### config.mk
export PLATFORM = sky130hd
export DESIGN_NAME = bd_upstream_packer
export DESIGN_NICKNAME = d
export VERILOG_FILES = /design/src/rtl/bd_upstream_packer.sv
export SDC_FILE = /design/constraint.sdc
export NUM_CORES = 1
export LEC_CHECK = 0
export ABC_AREA = 0
export ABC_CLOCK_PERIOD_IN_PS = 4500
export BUFFER_PORTS_ARGS = -buffer_cell sky130_fd_sc_hd__buf_2
export CORE_MARGIN = 3
export CORE_UTILIZATION = 48
export DETAILED_ROUTE_END_ITERATION = 10
export GPL_TIMING_DRIVEN = 0
export MAX_ROUTING_LAYER = met4
export PLACE_DENSITY = 0.73
export SYNTH_ARGS = -nofsm -noshare
export SYNTH_HDL_FRONTEND = slang
export SYNTH_SLANG_ARGS = --single-unit
### constraint.sdc
create_clock -name clk -period 4.5 [get_ports clk]
set_clock_uncertainty 0.05 [all_clocks]
set_input_delay 0.9 -clock clk [delete_from_list [all_inputs] [get_ports clk]]
set_output_delay 0.9 -clock clk [all_outputs]
set_load 0.02 [all_outputs]
### src/rtl/bd_upstream_packer.sv
// bd_upstream_packer: splits BD upstream words into LO/HI PC words for the pipe-out channel and
// pads partial pipe blocks with NOP words. Define BD_UPSTREAM_PACKER_STATS_EN for stat counters.
module bd_upstream_packer #(
    parameter int unsigned NBDout         = 34,
    parameter int unsigned NPCcode        = 8,
    parameter int unsigned NPCdata        = 24,
    parameter int unsigned NOPcode        = 64,
    parameter int unsigned LOcode         = 65,
    parameter int unsigned HIcode         = 66,
    parameter int unsigned BLOCK_WORDS    = 256,
    parameter int unsigned TIMEOUT_CYCLES = 1024
) (
    input  logic                       clk,
    input  logic                       reset,
    input  logic                       in_valid,
    output logic                       in_ready,
    input  logic [NBDout-1:0]          in_data,
    output logic                       out_valid,
    input  logic                       out_ready,
    output logic [NPCcode+NPCdata-1:0] out_data
`ifdef BD_UPSTREAM_PACKER_STATS_EN
    ,
    output logic [31:0]                stat_words,
    output logic [31:0]                stat_pads
`endif
);

    localparam int unsigned HiW   = NBDout - NPCdata;
    localparam int unsigned CntW  = $clog2(BLOCK_WORDS);
    localparam int unsigned IdleW = $clog2(TIMEOUT_CYCLES);
    localparam int unsigned OutW  = NPCcode + NPCdata;

    localparam logic [NPCcode-1:0] NopCode = NPCcode'(NOPcode);
    localparam logic [NPCcode-1:0] LoCode  = NPCcode'(LOcode);
    localparam logic [NPCcode-1:0] HiCode  = NPCcode'(HIcode);
    localparam logic [CntW-1:0]    CntLast = CntW'(BLOCK_WORDS - 1);
    localparam logic [IdleW-1:0]   IdleMax = IdleW'(TIMEOUT_CYCLES - 1);

    typedef enum logic [1:0] {S_LO, S_HI, S_PAD} state_e;

    state_e            state_q, state_d;
    logic [CntW-1:0]   word_cnt_q, word_cnt_d;
    logic [IdleW-1:0]  idle_cnt_q, idle_cnt_d;
    logic [HiW-1:0]    hi_hold_q, hi_hold_d;
    logic              out_valid_q, out_valid_d;
    logic [OutW-1:0]   out_data_q, out_data_d, load_data;
    logic              slot_free, pad_trigger, accept, load;

    always_comb begin
        slot_free   = !out_valid_q || out_ready;
        pad_trigger = (state_q == S_LO) && (word_cnt_q != '0) && (idle_cnt_q == IdleMax);
        // Gated by reset so the handshake reads as not-ready while held in reset.
        in_ready    = !reset && (state_q == S_LO) && slot_free && !pad_trigger;
        accept      = in_valid && in_ready;

        state_d     = state_q;
        word_cnt_d  = word_cnt_q;
        idle_cnt_d  = idle_cnt_q;
        hi_hold_d   = hi_hold_q;
        out_valid_d = out_valid_q && !out_ready;
        out_data_d  = out_data_q;
        load        = 1'b0;
        load_data   = '0;

        unique case (state_q)
            S_LO: begin
                if (accept) begin
                    load       = 1'b1;
                    load_data  = {LoCode, in_data[NPCdata-1:0]};
                    hi_hold_d  = in_data[NBDout-1:NPCdata];
                    idle_cnt_d = '0;
                    state_d    = S_HI;
                end else if (pad_trigger) begin
                    state_d = S_PAD;
                end else if (word_cnt_q == '0) begin
                    idle_cnt_d = '0;
                end else if (!in_valid && (idle_cnt_q != IdleMax)) begin
                    idle_cnt_d = idle_cnt_q + IdleW'(1);
                end
            end
            S_HI: begin
                if (slot_free) begin
                    load      = 1'b1;
                    load_data = {HiCode, NPCdata'(hi_hold_q)};
                    state_d   = S_LO;
                end
            end
            S_PAD: begin
                if (slot_free) begin
                    load      = 1'b1;
                    load_data = {NopCode, {NPCdata{1'b0}}};
                    // The pad that fills the last slot of the block ends the sequence.
                    if (word_cnt_q == CntLast) begin
                        state_d    = S_LO;
                        idle_cnt_d = '0;
                    end
                end
            end
            default: state_d = S_LO;
        endcase

        if (load) begin
            out_valid_d = 1'b1;
            out_data_d  = load_data;
            word_cnt_d  = word_cnt_q + CntW'(1);
        end
    end

    always_ff @(posedge clk or posedge reset) begin
        if (reset) begin
            state_q     <= S_LO;
            word_cnt_q  <= '0;
            idle_cnt_q  <= '0;
            hi_hold_q   <= '0;
            out_valid_q <= 1'b0;
            out_data_q  <= '0;
        end else begin
            state_q     <= state_d;
            word_cnt_q  <= word_cnt_d;
            idle_cnt_q  <= idle_cnt_d;
            hi_hold_q   <= hi_hold_d;
            out_valid_q <= out_valid_d;
            out_data_q  <= out_data_d;
        end
    end

    assign out_valid = out_valid_q;
    assign out_data  = out_data_q;

`ifdef BD_UPSTREAM_PACKER_STATS_EN
    logic [31:0] stat_words_q, stat_pads_q;
    logic        pad_load;

    assign pad_load = load && (state_q == S_PAD);

    always_ff @(posedge clk or posedge reset) begin
        if (reset) begin
            stat_words_q <= '0;
            stat_pads_q  <= '0;
        end else begin
            if (accept) begin
                stat_words_q <= stat_words_q + 32'd1;
            end
            if (pad_load) begin
                stat_pads_q <= stat_pads_q + 32'd1;
            end
        end
    end

    assign stat_words = stat_words_q;
    assign stat_pads  = stat_pads_q;
`endif

endmodule

Word-level counts from Yosys, hierarchy flattened
Cells that the tools add are included.

storage, ports and cells
  register bits after elaboration = 63
  input bits = 38
  output and inout bits = 34
  logic and storage cells = 62

operators by class
  $add $sub $neg = 2
  equal/unequal tests = 11
  muxes and demuxes = 21
  reduce and logical (&&, ||, !) cells = 22

operators with widths
  cell                     count
  $mux W31                 3
  $pmux W31 S3             1
  $mux W10                 6
  $pmux W10 S2             1
  $add A10 B1 Y10 const B  1
  $eq A10 B10 Y1 const B   1
  $mux W2                  5
  $ne A10 B10 Y1 const B   1
  $add A8 B1 Y8 const B    1
  $eq A8 B8 Y1 const B     1
  $logic_and A1 B1 Y1      8
  $logic_not A8 Y1         1
  $reduce_bool A8 Y1       1
  $ne A2 B2 Y1 const B     3
  $ne A3 B3 Y1 const B     2
  $pmux W2 S3              1
  $logic_not A1 Y1         5
  $reduce_and A5 Y1        1
  $ne A4 B2 Y1 const B     1
  $reduce_and A4 Y1        1
  $mux W1                  3
  $eq A2 B1 Y1 const B     1
  $eq A2 B2 Y1 const B     1
  $logic_not A2 Y1         1
  5 further kinds          5

Logic depth before layout (Yosys ltp)
Gate-level depths: netlist of the first run.

  depth after elaboration = 9
  mapped depth = 9

Worst setup path after synthesis of the first run
OpenSTA, ideal clock, no wires.

  path kind = input to output
  start point = input port out_ready
  end point = output port in_ready
  arrival = 1.547 ns
  slack = 2.003 ns
  stages on the path = 3
  buffers on the path = 0
  cells stage by stage = nor2b_1 > nor2_1 > and3_1

on the way
  longest elaborated chain between the ends = 3

ends and longest elaborated chain
  what                               RTL line  RTL
  start: declaration                 19        input logic out_ready,
  $logic_or A1 B1 Y1                 50        slot_free = !out_valid_q || out_ready;
  $logic_and A1 B1 Y1 (2 in series)  53        in_ready = !reset && (state_q == S_LO) && slot_free && !pad_trigger;
  end: declaration                   16        output logic in_ready,

No other way between the ends.

Final worst setup path of the first run
  start point = register state_q[1]
  end point = output port in_ready

on the way
  longest elaborated chain between the ends = 5
  elaborated cells between the ends (all ways) = 7
  those cells by class = 7 x reduce/logical

ends and longest elaborated chain
  what                               RTL line  RTL
  start: declaration                 41        state_e state_q, state_d;
  start signal: assignment           118       state_q <= state_d;
  $logic_not A2 Y1 *                 51, 53
  $logic_and A1 B1 Y1 (2 in series)  51        pad_trigger = (state_q == S_LO) && (word_cnt_q != '0) && (idle_cnt_q == IdleMax);
  $logic_not A1 Y1                   53
  $logic_and A1 B1 Y1 *              53

Every way passes the cells marked *; elsewhere a longest branch is shown, timed or not.

==> results of run 1 <==
==> cells by family (layout without fill, tap and decap cells) <==
family	Yosys count	after routing	share of synthesized area (%)
xor+xnor	7	7	2.17
flops	58	58	51.3
other cells	1	5	0.133
fa+ha+maj	7	7	3.10
simple gates	85	85	15.6
compound gates	65	65	18.7
mux	11	11	4.34
buf+inv	23	105	4.65
==> metrics by stage <==
step	util, %	hold WS [ps]
final	62.5	448
after floorplan	-	401
after detailed placement	58.5	438
after global placement	58.2	406
after global routing	62.5	471
after CTS	62.5	453
==> cells in the final DEF (no fill, tap or decap), types with 6 or more instances in the layout <==
cell type  instances
mux2_2            10
a221oi_1          10
buf_4              6
dfrtp_1           58
o21ai_1            6
nand3_1            9
a22o_1            16
ha_1               7
o21ai_0            6
buf_2             72
nor3_1             7
xnor2_1            6
nand2_1           17
clkbuf_8          14
nor2_1            29
inv_1              7
==> sequential cells by signal, indices dropped and copies added, names as in the netlist <==
register and flops:
idle_cnt_q 10, state_q 2, hi_hold_q 10, out_data 27, out_valid 1, word_cnt_q 8
==> layer usage <==
layer  GRT usage, %  wire length (um)
met2           29.3              2890
met3           5.75               500
met1           27.8              2870
met4           9.97               132
met5              -                 0
==> power breakdown <==
part           internal, mW  switching (mW)  total [mW]
Sequential            0.740           0.162       0.901
Combinational         0.403           0.574       0.977
Clock                 0.328           0.201       0.530
Total                  1.47           0.937        2.41
==> worst min path at each step <==
stage | start | slack (ps) | endpoint | cells after the start
after detailed placement | out_data[16]$_DFFE_PP0P_ | 440 | out_data[16]$_DFFE_PP0P_ | 1
after global routing | out_data[20]$_DFFE_PP0P_ | 470 | out_data[20]$_DFFE_PP0P_ | 1
after floorplan | idle_cnt_q[9]$_DFFE_PP0P_ | 400 | idle_cnt_q[9]$_DFFE_PP0P_ | 1
after global placement | out_data[25]$_DFFE_PP0P_ | 410 | out_data[25]$_DFFE_PP0P_ | 2
after CTS | out_data[11]$_DFFE_PP0P_ | 450 | out_data[11]$_DFFE_PP0P_ | 1
final | out_data[11]$_DFFE_PP0P_ | 450 | out_data[11]$_DFFE_PP0P_ | 1
==> final cells by class <==
type                            count  area [um2]
Tap cell                           72        90.1
Inverter                            8        30.0
Clock buffer                       14         193
Fill cell                         478        2100
Timing Repair Buffer               67         350
Sequential cell                    58        1450
Multi-Input combinational cell    180        1260
Clock inverter                      1        30.0
Buffer                             15         101
==> worst max-delay path, delay by kind of cell, from the launching register on <==
family | cells | cell delay [ps]
flops | 1 | 400
simple gates | 3 | 570
buf+inv | 2 | 270
compound gates | 1 | 250
fa+ha+maj | 1 | 300
==> flow_metrics.py, run 1 <==
metrics = {
    "clock_tree": {
        "cts_sinks": 58,
        "clk_path_buf_depth": 2,
        "clock-root-buffer": "clkbuf_8",
        "tritoncts": "done",
        "clk_pin_slew_ps": 60,
        "clock_latency_ps": 340,
        "cts_hold_buf": 0,
        "cts_setup_buffers": 0,
        "post_cts_resized": 0,
        "htree_levels": 3,
        "numCtsBuffers": 9,
    },
    "yosys": {
        "ys_ff_latch": 58,
        "seq_area_frac_synth_pct": 51.3,
        "synthTopCellsByCount": "dfrtp_1, nor2_1, nand2_1",
        "synth_enable_flop_cells": 0,
        "synth.avg_cell_area_um2": 11.0,
        "synth_most_common_cell": "dfrtp_1",
        "syn_inst": 257,
        "synth_top_area_share_pct": 51.3,
        "syn_area_um2": 2830,
        "synth_ff_type": "dfrtp_1",
        "synth.top_cells.by_area": "dfrtp_1, a22o_1, mux2_2",
        "yosysTopAreaCell": "dfrtp_1",
        "ys_async_sr_fraction_pct": 100,
        "synth_cell_type_count": 51,
        "synth_warnings": 0,
    },
    "floorplan": {
        "core.rowCount": 27,
        "die_h_um": 82.8,
        "start_util_pct": 50.4,
        "die_w_um": 82.8,
        "core_area_um2": 5610,
        "io_pins": 72,
        "die-area_um2": 6850,
    },
    "placed_design": {
        "post-dp-hpwl_um": 4500,
        "place_area_um2": 3280,
        "port_buffers": 66,
        "place_ws_ps": 1620,
        "place.gp.congestion": 0.808,
        "dp.cells": 400,
    },
    "route": {
        "routed_wl_um": 6400,
        "drc_errors": 0,
        "viasPerCell": 5.57,
        "drtIter0Drc": 182,
        "drt-pass1-iter-count": 4,
        "ant_nets": 0,
        "wl_per_cell_um": 15.4,
        "num_vias": 2313,
    },
    "global_routing": {
        "overflow": 0,
        "grt_max_degree": 37,
        "grt_pass1_wl_um": 10200,
        "antenna_found_initial": 0,
        "track_usage_pct": 20.8,
        "grt_pass1_vias": 2156,
    },
    "setup_path": {
        "cp-endpoint": "in_ready",
        "rrSetupSlack_ps": 2070,
        "path_class": "register to output port",
        "end_kind": "output port",
        "crit_path_start_kind": "register",
        "cp_max_fo": 6,
        "reg2reg_to": "hi_hold_q[7]$_DFFE_PP0P_",
        "worst_r2r_path_depth": 7,
        "startpoint": "state_q[1]$_DFFE_PP0P_",
        "slowest_delay_ps": 400,
        "critPathSlowestCell": "dfrtp_1",
        "crit-reg2reg-launch": "state_q[1]$_DFFE_PP0P_",
        "cp.required_ps": 3550,
        "path_cells": "inv_1 -> ha_1 -> nand3_1 -> a21oi_1 -> nand2_1 -> and3_1 -> buf_2",
        "arrival_ps": 2120,
    },
    "timing": {
        "relSlewSlack_pct": 64.6,
        "fmax_ghz": 0.326,
        "rsz0062_at_grt": "false",
        "finalCritPeriodShare_pct": 68.2,
        "min_period_ps": 3070,
        "tns_ps": 0,
        "finalMaxSlewViolations": 0,
        "worst_slack_ps": 1430,
        "setup_viol": 0,
        "final_hold_viol_count": 0,
        "worst-slew-pin-transition_ps": 530,
    },
    "final_layout": {
        "antenna_cells": 0,
        "final_cell_area_um2": 3510,
        "drive_above_1_share_pct": 35.6,
        "nNetsFinal": 384,
        "area_growth_syn_to_layout_pct": 24.0,
        "fin_cells": 415,
    },
    "outcome": {
        "status": "complete, no violations",
    },
    "power": {
        "leakage_nw": 1.68,
        "powerDensity_nw_per_um2": 687,
        "finalPower_mw": 2.41,
        "ir_drop_uv": 353,
    },
    "min_path": {
        "hp-class": "register to register",
    },
    "run": {
        "cap_violations": 0,
    },
}
Note: power is estimated with default switching activity, not from simulation.
==> run 2: changes to the inputs <==
ABC_CLOCK_PERIOD_IN_PS = 2700   (was 4500)
PLACE_DENSITY = 0.76   (was 0.73)
clock period = 2.7 ns   (was 4.5 ns; I/O delays follow)
==> flow_metrics.py, run 2 (synthesized netlist as in run 1, its figures left out) <==
metrics = {
    "route": {
        "ant_nets": 0,
        "wl_per_cell_um": 14.6,
        "viasPerCell": 5.52,
        "wl_met1_um": 2770,
        "routed_wl_um": 6040,
        "met3WireLength_um": 476,
        "drc_errors": 0,
        "num_vias": 2291,
        "wl_met2_um": 2690,
        "drtIter0Drc": 157,
        "drt-pass1-iter-count": 4,
        "highest_layer": "met4",
    },
    "clock_tree": {
        "clk_pin_slew_ps": 60,
        "clock-root-buffer": "clkbuf_8",
        "numCtsBuffers": 9,
        "cts_sinks": 58,
        "tritoncts": "done",
        "clk_path_buf_depth": 2,
        "clock_latency_ps": 330,
        "htree_levels": 3,
        "cts_hold_buf": 0,
    },
    "final_layout": {
        "nNetsFinal": 384,
        "final_common_cell": "buf_2",
        "fin_cells": 415,
        "largest_reg_flops": 27,
        "final_cell_mix": "buf_2, dfrtp_1, nor2_1, nand2_1, a22o_1",
        "antenna_cells": 0,
        "area_growth_syn_to_layout_pct": 22.3,
        "drive_above_1_share_pct": 35.9,
    },
    "setup_path": {
        "startpoint": "word_cnt_q[0]$_DFFE_PP0P_",
        "end_kind": "output port",
        "rrSetupSlack_ps": 390,
        "path_cells": "inv_1 -> ha_1 -> nor4b_4 -> a21oi_2 -> nand2_1 -> and3_1 -> buf_2",
        "cp_top_family": "simple AND/OR/NAND/NOR gates",
        "arrival_ps": 1970,
        "critPathSlowestCell": "dfrtp_1",
        "cp.required_ps": 2110,
        "crit_path_start_kind": "register",
        "cp_max_fo": 5,
        "crit-reg2reg-launch": "state_q[0]$_DFFE_PP0P_",
        "path_class": "register to output port",
        "critPathBufInv": 2,
        "slowest_delay_ps": 400,
    },
    "floorplan": {
        "die_h_um": 82.8,
        "start_util_pct": 50.4,
        "die_w_um": 82.8,
        "die-area_um2": 6850,
        "io_pins": 72,
        "core.rowCount": 27,
        "core_area_um2": 5610,
    },
    "placed_design": {
        "post-dp-hpwl_um": 4400,
        "port_buffers": 66,
        "dp.cells": 400,
        "place.gp.congestion": 0.838,
    },
    "global_routing": {
        "grt_pass1_wl_um": 9700,
        "antenna_found_initial": 0,
        "overflow": 0,
        "grt_max_degree": 39,
        "track_usage_pct": 19.4,
        "grt_pass1_vias": 2090,
    },
    "timing": {
        "fmax_ghz": 0.390,
        "final_hold_viol_count": 0,
        "finalCritPeriodShare_pct": 94.9,
        "finalMaxSlewViolations": 0,
        "min_period_ps": 2560,
        "setup_viol": 0,
        "tns_ps": 0,
        "relSlewSlack_pct": 66.3,
        "worst-slew-pin-transition_ps": 504,
        "rsz0062_at_grt": "false",
    },
    "power": {
        "finalPower_mw": 3.81,
        "leakage_nw": 1.66,
        "powerDensity_nw_per_um2": 1100,
        "ir_drop_uv": 649,
    },
    "min_path": {
        "hp-class": "primary input to asynchronous set/reset pin",
    },
    "run": {
        "cap_violations": 0,
    },
    "outcome": {
        "status": "complete, no violations",
    },
}
-- run 2: what timing repair did --
item,in CTS,in global routing
setup buffers,0,0
gates resized for setup,0,2
endpoints found under the setup margin,0,1
-- run 2: final timing paths --
check	endpoint	cells after the start
max	in_ready	7
min	idle_cnt_q[8]$_DFFE_PP0P_	2
min in group clk	out_data[19]$_DFFE_PP0P_	2
max in group asynchronous	out_data[25]$_DFFE_PP0P_	3
max reg2reg	hi_hold_q[0]$_DFFE_PP0P_	7
min reg2reg	out_data[13]$_DFFE_PP0P_	1
-- run 2: layer usage --
metal  vias up  track usage (%)
met4         0             7.35
met3        16             5.31
li1       1098                -
met5         -                -
met2       103             28.4
met1      1074             26.0
-- run 2: power breakdown --
group          leakage [nW]  switching [mW]  internal (mW)
Clock                0.0920           0.318          0.373
Sequential            0.729           0.265           1.23
Combinational         0.838           0.944          0.674
Total                  1.66            1.53           2.28
-- run 2: final cells by class --
| cell class | count | area [um2] |
|---|---|---|
| inverters | 8 | 30.0 |
| repair buffers | 67 | 350 |
| multi-input cells | 180 | 1270 |
| clock buffers | 12 | 155 |
| fillers | 497 | 2150 |
| flip-flops and latches | 58 | 1450 |
| plain buffers | 15 | 101 |
| clock inverters | 3 | 15.0 |
| well taps | 72 | 90.1 |
-- run 2: stage by stage --
stage | setup slack, ps | util [%] | hold WS (ps) | cell area, um2
final | 138 | 61.7 | 212 | 3460
after global routing | 6.96 | 61.7 | 255 | 3460
after CTS | 25.5 | 61.6 | 222 | 3450
after detailed placement | 334 | 58.5 | 436 | 3280
after global placement | -62.2 | 58.2 | 406 | 3260
after floorplan | 639 | - | 401 | 2840
-- run 2: worst register-to-register path: stages (launching register included) --
cell	delay (ps)
dfrtp_1	410
inv_1	110
ha_2	250
nand2_2	110
or3_1	390
a21oi_1	280
buf_4	250
mux2_2	350
